[src/rtl/pipeline_hazard_ctrl.sv]
// Scoreboard-based hazard controller for the pipelined MIPS datapath.
// Tracks in-flight register writes from EX up to (not including) writeback and
// produces PC/IF-ID/ID-EX stall, freeze and flush controls plus a stall counter.
module pipeline_hazard_ctrl #(
  parameter int unsigned REG_AW = 5,
  parameter int unsigned DEPTH  = 3,
  parameter int unsigned FWD_EN = 0,
  parameter int unsigned CNT_W  = 16
) (
  input  logic              CLK,
  input  logic              nRST,
  input  logic              dec_valid,
  input  logic [REG_AW-1:0] dec_rs,
  input  logic [REG_AW-1:0] dec_rt,
  input  logic              dec_rs_used,
  input  logic              dec_rt_used,
  input  logic [REG_AW-1:0] dec_wsel,
  input  logic              dec_wen,
  input  logic              dec_load,
  input  logic              jumpBranch,
  input  logic              mem_busy,
  output logic              stallPC,
  output logic              ifidFreeze,
  output logic              ifidFlush,
  output logic              idexFlush,
  output logic              pipeFreeze,
  output logic [CNT_W-1:0]  stall_cnt
);

  // Entry 0 is the instruction in EX; entry DEPTH-1 is the oldest still tracked.
  logic [DEPTH-1:0]             sb_valid_q, sb_valid_d;
  logic [DEPTH-1:0]             sb_load_q, sb_load_d;
  logic [DEPTH-1:0][REG_AW-1:0] sb_wsel_q, sb_wsel_d;
  logic [CNT_W-1:0]             stall_cnt_q, stall_cnt_d;

  logic [DEPTH-1:0] match;
  logic             hazard;
  logic             hazard_cycle;
  logic             issue;

  // Compare each pending destination against the decode sources actually read.
  always_comb begin
    match = '0;
    for (int i = 0; i < int'(DEPTH); i++) begin
      match[i] = sb_valid_q[i] && (sb_wsel_q[i] != '0) &&
                 ((dec_rs_used && (sb_wsel_q[i] == dec_rs)) ||
                  (dec_rt_used && (sb_wsel_q[i] == dec_rt)));
    end
    // With forwarding only a load still in EX cannot supply its result in time.
    if (FWD_EN != 0) begin
      hazard = dec_valid && match[0] && sb_load_q[0];
    end else begin
      hazard = dec_valid && (|match);
    end
  end

  assign hazard_cycle = hazard && !mem_busy && !jumpBranch;
  assign issue        = dec_valid && !mem_busy && !jumpBranch && !hazard;

  // Prioritised pipeline control: memory hold, then redirect flush, then data stall.
  always_comb begin
    stallPC    = 1'b0;
    ifidFreeze = 1'b0;
    ifidFlush  = 1'b0;
    idexFlush  = 1'b0;
    pipeFreeze = 1'b0;
    if (mem_busy) begin
      pipeFreeze = 1'b1;
      stallPC    = 1'b1;
      ifidFreeze = 1'b1;
    end else if (jumpBranch) begin
      // The decode instruction is discarded, so any hazard it has is moot.
      ifidFlush = 1'b1;
      idexFlush = 1'b1;
    end else if (hazard) begin
      stallPC    = 1'b1;
      ifidFreeze = 1'b1;
      idexFlush  = 1'b1;
    end
  end

  // Scoreboard ageing and saturating stall counter next-state.
  always_comb begin
    sb_valid_d  = sb_valid_q;
    sb_load_d   = sb_load_q;
    sb_wsel_d   = sb_wsel_q;
    stall_cnt_d = stall_cnt_q;
    if (!mem_busy) begin
      for (int i = 1; i < int'(DEPTH); i++) begin
        sb_valid_d[i] = sb_valid_q[i-1];
        sb_load_d[i]  = sb_load_q[i-1];
        sb_wsel_d[i]  = sb_wsel_q[i-1];
      end
      sb_valid_d[0] = issue && dec_wen;
      sb_load_d[0]  = dec_load;
      sb_wsel_d[0]  = dec_wsel;
    end
    if (hazard_cycle && (stall_cnt_q != '1)) begin
      stall_cnt_d = stall_cnt_q + CNT_W'(1);
    end
  end

  // State registers.
  always_ff @(posedge CLK or negedge nRST) begin
    if (!nRST) begin
      sb_valid_q  <= '0;
      sb_load_q   <= '0;
      sb_wsel_q   <= '0;
      stall_cnt_q <= '0;
    end else begin
      sb_valid_q  <= sb_valid_d;
      sb_load_q   <= sb_load_d;
      sb_wsel_q   <= sb_wsel_d;
      stall_cnt_q <= stall_cnt_d;
    end
  end

  assign stall_cnt = stall_cnt_q;

endmodule

[config.mk]
export PLATFORM = sky130hd
export DESIGN_NAME = pipeline_hazard_ctrl
export DESIGN_NICKNAME = d
export VERILOG_FILES = /design/src/rtl/pipeline_hazard_ctrl.sv
export SDC_FILE = /design/constraint.sdc
export NUM_CORES = 1
export LEC_CHECK = 0
export CAP_MARGIN = 20
export CORE_UTILIZATION = 28
export DETAILED_ROUTE_END_ITERATION = 10
export GPL_ROUTABILITY_DRIVEN = 1
export PLACE_DENSITY_LB_ADDON = 0.25
export RECOVER_POWER = 25
export SLEW_MARGIN = 5
export SYNTH_ARGS = -nofsm -noshare
export SYNTH_HDL_FRONTEND = slang
export SYNTH_SLANG_ARGS = --single-unit
[constraint.sdc]
create_clock -name CLK -period 2.22 [get_ports CLK]
set_input_delay 0.444 -clock CLK [delete_from_list [all_inputs] [get_ports CLK]]
set_output_delay 0.444 -clock CLK [all_outputs]
set_load 0.1 [all_outputs]
==> results.md <==
* Critical path startpoint: sb_wsel_q[2]$_DFFE_PN0N_
* Hold buffers post-CTS at 0
* Net Switching at 493 uW
* Worst-Margin Slew at 0.847 ns
* Clock slew at reported path FFs at 0.07 ns
* Fin util at 0.451
* # DRC at 4
* Max transition margin at 0.436
* Post-Layout Cell Count at 328
* Comb pwr share at 0.267
* Setup ws final at -0.339 ns
* Core footprint at 6420 sq um
* MaxCap Viol Count at 0
* Net count after synthesis at 198
* Synth unique cells at 34
* Nets@finish at 275
* Number of buffers created by CTS at 5
* Largest fanout on the critical path at 4
* Routed via count at 1528
* Register area share after synthesis at 0.449
* CTS Sinks at 34
* PD cells at 563 nW/um^2
* Die Area at 7090 sq um
* Final WL at 4.67 mm
* Slew Limit Fails at 0
* ANT nets after route at 0
* Placed Cells at 313
* CTS Buffer Depth at 2
* Unrepaired setup endpoints after global routing: yes
* Most numerous cell in the Yosys netlist: dfrtp_1
* Hpwl dp at 3.44 mm
* Flop pwr share at 0.443
* Area grow syn2layout at 53.1%
* Clock skew at 0.00386 ns
* Int Pwr at 1.14 mW
* Cells after Synth at 173
* Critical Path RT at 1.78 ns
* Setup violations, final at 7
* First-pass GRT wire length at 7.68 mm
* Fin Setup TNS at -1.05 ns
* I/O Pins at 45
* Layout cell share with drive strength beyond 1 at 0.450
* Period utilisation layout at 1.15
* Final Hold Fails at 0
* Drt pass-1 iters at 7
* PortBufs at 43
* Failing checks: DRC, setup timing
* Total track usage at 0.139
* Initial Util at 0.295
* Register area at 862 sq um
* Setup Crit Path Kind: flop to output pin
* VDD IR max at 0.228 mV
* EDFF count, synth at 0
* Post-detailed-route via-to-cell ratio at 4.66
* Switching share of power at 0.302
* Post-synth top area share at 0.449
* Top cells by area, synth: dfrtp_1, xor2_1, mux2_2, xnor2_1, nand3_1
* Worst-Skew Late Latency at 0.28 ns
* Leakage power at 1.32 nW
* Clock power share at 0.290
* Critical Path Sink Type: output pin
* DR WL/cell at 14.2 um
* Fmax at 391 MHz
* Total of warnings raised by yosys at 0
* Overflow after GRT at 0
* Fill cells at 630
* Setup crit start kind: flop
* Footprint of the multi-input gates at 1170 sq um
* Post-synth top area cell: dfrtp_1
* GPL Wtd Cong at 0.854
* Min-delay src: stall_cnt[6]$_DFFE_PN0P_
* Die X at 84.2 um
* Ys flop type: dfrtp_1
* Type of the most critical hold path: flop to flop
* Status: complete, but fails checks
* H-tree depth at 2
* Post-synth ARST share at 1.00
* Antenna Cells at 0
* DRT iter0 DRCs at 63
* Crit path DAT at 2.12 ns
* Num rows at 29
* CTS tree: done
* Min Tclk post-route at 2.56 ns
* Seq cells post-synth at 34
* RR Startpoint: sb_wsel_q[2]$_DFFE_PN0N_
* Mapped Area at 1890 sq um
* Largest net degree at the start of global routing at 35
* Vias in the first global route at 1518
* Initial antenna violation count at 0
* Synthesized area per cell at 10.9 sq um
* Clock root cell: clkbuf_8
* Post-synth top cells: dfrtp_1, xor2_1, mux2_2, xnor2_1, nor2_1
* Die Ht at 84.2 um
-- critical path, stage by stage, from the launching register on --
cell     delay [ns]
dfrtp_1        0.39
buf_6          0.13
xor2_1         0.16
nor4_2         0.30
a32oi_1        0.10
o22a_1         0.27
nand2_2        0.12
a21oi_2        0.08
nor2_4         0.10
buf_12         0.18
-- through the flow --
step / power [mW] / area [sq um] / hold WS (ns) / setup slack, ns
floorplan: 0.962 / 1930 / 0.148 / -0.136
global placement: 1.16 / 2620 / 0.464 / -0.528
detailed placement: 1.16 / 2620 / 0.469 / -0.568
CTS: 1.65 / 2780 / 0.480 / -0.382
global route: 1.72 / 2900 / 0.496 / -0.462
finish: 1.63 / 2900 / 0.479 / -0.339
-- layout make-up --
cell class | count | area share
well taps | 77 | 0.0332
multi-input cells | 134 | 0.404
repair buffers | 75 | 0.232
flip-flops and latches | 34 | 0.297
clock inverters | 2 | 0.00432
clock buffers | 6 | 0.0285
-- kinds of logic after synthesis --
group,share of synthesized area
AOI/OAI and AO/OA,0.0449
xor gates and xnor gates,0.208
adders and majority gates,0.00661
buffers and inverters,0.0198
DFF,0.449
muxes,0.107
and+or+nand+nor,0.164
-- final timing paths --
path                            slack, ns                        end  cells after the start
min in group asynchronous            0.79  stall_cnt[14]$_DFFE_PN0P_                      2
worst max register to register      -0.02   stall_cnt[9]$_DFFE_PN0P_                     10
worst min register to register       0.48   stall_cnt[6]$_DFFE_PN0P_                      1
max in group asynchronous            0.84   stall_cnt[8]$_DFFE_PN0P_                      2
worst min-delay path                 0.48   stall_cnt[6]$_DFFE_PN0P_                      1
worst max-delay path                -0.34                  idexFlush                      9
-- placed cells by master, fill, tap and decap left out, types with 3 or more instances in the layout --
cell             instances
or4_1                    3
nor3_4                   4
nand2_1                  9
nand3_1                  8
dlygate4sd2_1           10
dfrtp_1                 25
buf_4                   45
buf_12                   5
nor2_4                   7
mux2_2                  17
xor2_1                  27
clkbuf_8                 6
dfrtp_2                  9
nand4_1                  7
clkdlybuf4s50_1         11
xnor2_1                 16
-- registers in the layout (all words and copies together), names as in the netlist --
name and flops:
sb_valid_q 3, sb_wsel_q 15, stall_cnt 16
-- what timing repair did --
item,4_1_cts,5_1_grt
cloned,1,0
endpoints found under the setup margin,13,17
pin swaps,12,22
setup buffers,4,2
gates resized for setup,19,24
-- routing by layer --
metal  GRT usage  up-vias  routed length, um
li1            -      759                  -
met3      0.0275        8                226
met2       0.226       39               2270
met1       0.182      722               2110
met4      0.0517        0                 63
met5           0        -                  0
-- power groups by stage --
stage | Combinational, mW | Sequential [mW] | Clock [mW]
finish | 0.437 | 0.723 | 0.474
global route | 0.468 | 0.732 | 0.518
CTS | 0.428 | 0.724 | 0.493
detailed placement | 0.422 | 0.736 | 0
global placement | 0.419 | 0.737 | 0
floorplan | 0.203 | 0.758 | 0
Power figures use the tool's default switching activity.
==> patch: new RTL, config.mk and constraints unchanged <==
`CNT_W`: 16 -> 32.
--- a/src/rtl/pipeline_hazard_ctrl.sv
+++ b/src/rtl/pipeline_hazard_ctrl.sv
@@ -5,7 +5,7 @@
   parameter int unsigned REG_AW = 5,
   parameter int unsigned DEPTH  = 3,
   parameter int unsigned FWD_EN = 0,
-  parameter int unsigned CNT_W  = 16
+  parameter int unsigned CNT_W  = 32
 ) (
   input  logic              CLK,
   input  logic              nRST,
Interface: changed (resized stall_cnt); port bits go from 45 to 61. The function was not compared with the original's and may differ.
==> patch against the unedited design <==
- the run ends with setup timing left
- sequential cell count increased by 16
- setup slack got worse by 0.18 ns
- non-clock buffer count increased by 22
- area after synthesis increased by 46%
- core utilization decreased by 0.77 points
- cell area increased by 43%
- routed wire length increased by 61%
- total power increased by 34%
- critical path type unchanged
- largest power group unchanged
- highest routed layer unchanged
==> patch: results (changes against the unedited design) <==
[timing]
fin_skew_ns = 0.00955  ; was 0.00386 ns
worstMarginPinSlew_ns = 1.29  ; was 0.847 ns
fin_ws_ns = -0.518  ; was -0.339 ns
setup-tns-final_ns = -7.60  ; was -1.05 ns
setup_viol = 36  ; was 7
whs_ns = 0.485  ; was 0.479 ns

[drt]
drt_wl_total_microns = 7500  ; was 4670 microns
first_pass_iters = 4  ; was 7
via_per_inst = 4.76  ; was 4.66
wl_met2_microns = 3640  ; was 2270 microns
drt-met1-wl_microns = 3460  ; was 2110 microns
wl_met3_microns = 258  ; was 226 microns
route.detailed.drc = 0  ; was 4

[worst_hold_path]
hold_start = stall_cnt[28]  ; was stall_cnt[6]
hold-path-endpoint = stall_cnt[28]  ; was stall_cnt[6]

[pwr]
seqPwrFrac_pct = 45.9  ; was 44.3%
p_seq_mw = 1.00  ; was 0.723 mW
p_comb_mw = 0.509  ; was 0.437 mW
vdd_drop_max_v = 0.000234  ; was 0.000228 V
intPower_mw = 1.59  ; was 1.14 mW
power_leakage_nw = 1.85  ; was 1.32 nW

[logic_synthesis]
synth_xor_area_share_pct = 19.4  ; was 20.8%
synthMuxAreaShare_pct = 7.49  ; was 10.7%
synth_area_leaders = dfrtp_1, xnor2_1, xor2_1  ; was dfrtp_1, xor2_1, mux2_2
synthTopCellsByCount = dfrtp_1, xnor2_1, xor2_1, nor3_1, nand2_1  ; was dfrtp_1, xor2_1, mux2_2, xnor2_1, nor2_1
yosys.cell_types.count = 37  ; was 34
synth-adder-area-share_pct = 0.454  ; was 0.661%
synth_compound_area_share_pct = 3.18  ; was 4.49%
syn_inst = 261  ; was 173
synth_top_area_share_pct = 45.4  ; was 44.9%
ys_seq_area_share_pct = 45.4  ; was 44.9%

[outcome]
status = finished with violations  ; unchanged
violations = setup timing  ; was DRC, setup timing

[finish]
drive_gt1_share_pct = 45.9  ; was 45.0%
final_cell_count_no_fill = 484  ; was 328
nFillCells = 925  ; was 630
final_area_sq_mm = 0.00416  ; was 0.00290 sq mm

[global_routing]
grt_pass1_vias = 2283  ; was 1,518
track_usage_pct = 14.8  ; was 13.9%
met3_usage_pct = 2.42  ; was 2.75%
grt_start_max_net_pins = 51  ; was 35
grt_pass1_wl_microns = 11700  ; was 7680 microns
use_met1_pct = 18.8  ; was 18.2%

[placement]
placed_area_sq_mm = 0.00374  ; was 0.00262 sq mm
dp_slack_ns = -0.466  ; was -0.568 ns
gp_congestion = 0.782  ; was 0.854
dpl.hpwl_microns = 5260  ; was 3440 microns
portBuffers = 59  ; was 43
dp.cells = 467  ; was 313

[setup_path]
cp_max_fo = 3  ; was 4
reg2reg_from = sb_wsel_q[1]  ; was sb_wsel_q[2]
r2r_slack_ns = -0.26  ; was -0.02 ns
worst_r2r_path_depth = 9  ; was 10

[clock_tree]
post-cts-setup-buffers = 0  ; was 4

## patch: cell count changes in the layout (fill, tap and decap cells not counted), moves of 4 or more
cell     unedited run  this run
nor2_1              2         8
nand2_1             9        23
and3_1              2         6
nor3_2              0        13
dfrtp_4             0        17
xnor2_2             1         7
nor3_1              1        12
buf_4              45        57
dfrtp_2             9        13
nand4_1             7        20
dfrtp_1            25        20
nor3_4              4         0
xnor2_1            16        26
nor2_4              7         0
## patch: layout make-up
class                      instances  area share (%)
clock inverter                     1           0.722
sequential                        50            32.0
multi-input combinational        199            38.5
timing repair buffer              97            22.7
tap                              129            3.88
clock buffer                       7            2.08
inverter                           1          0.0903
## patch: worst max-delay path, stage by stage, from the launching register on
cell,delay [ns]
dfrtp_1,0.38
or4_1,0.52
o21a_1,0.18
a222oi_1,0.35
buf_4,0.21
nand2b_4,0.13
a21oi_4,0.06
buf_12,0.16
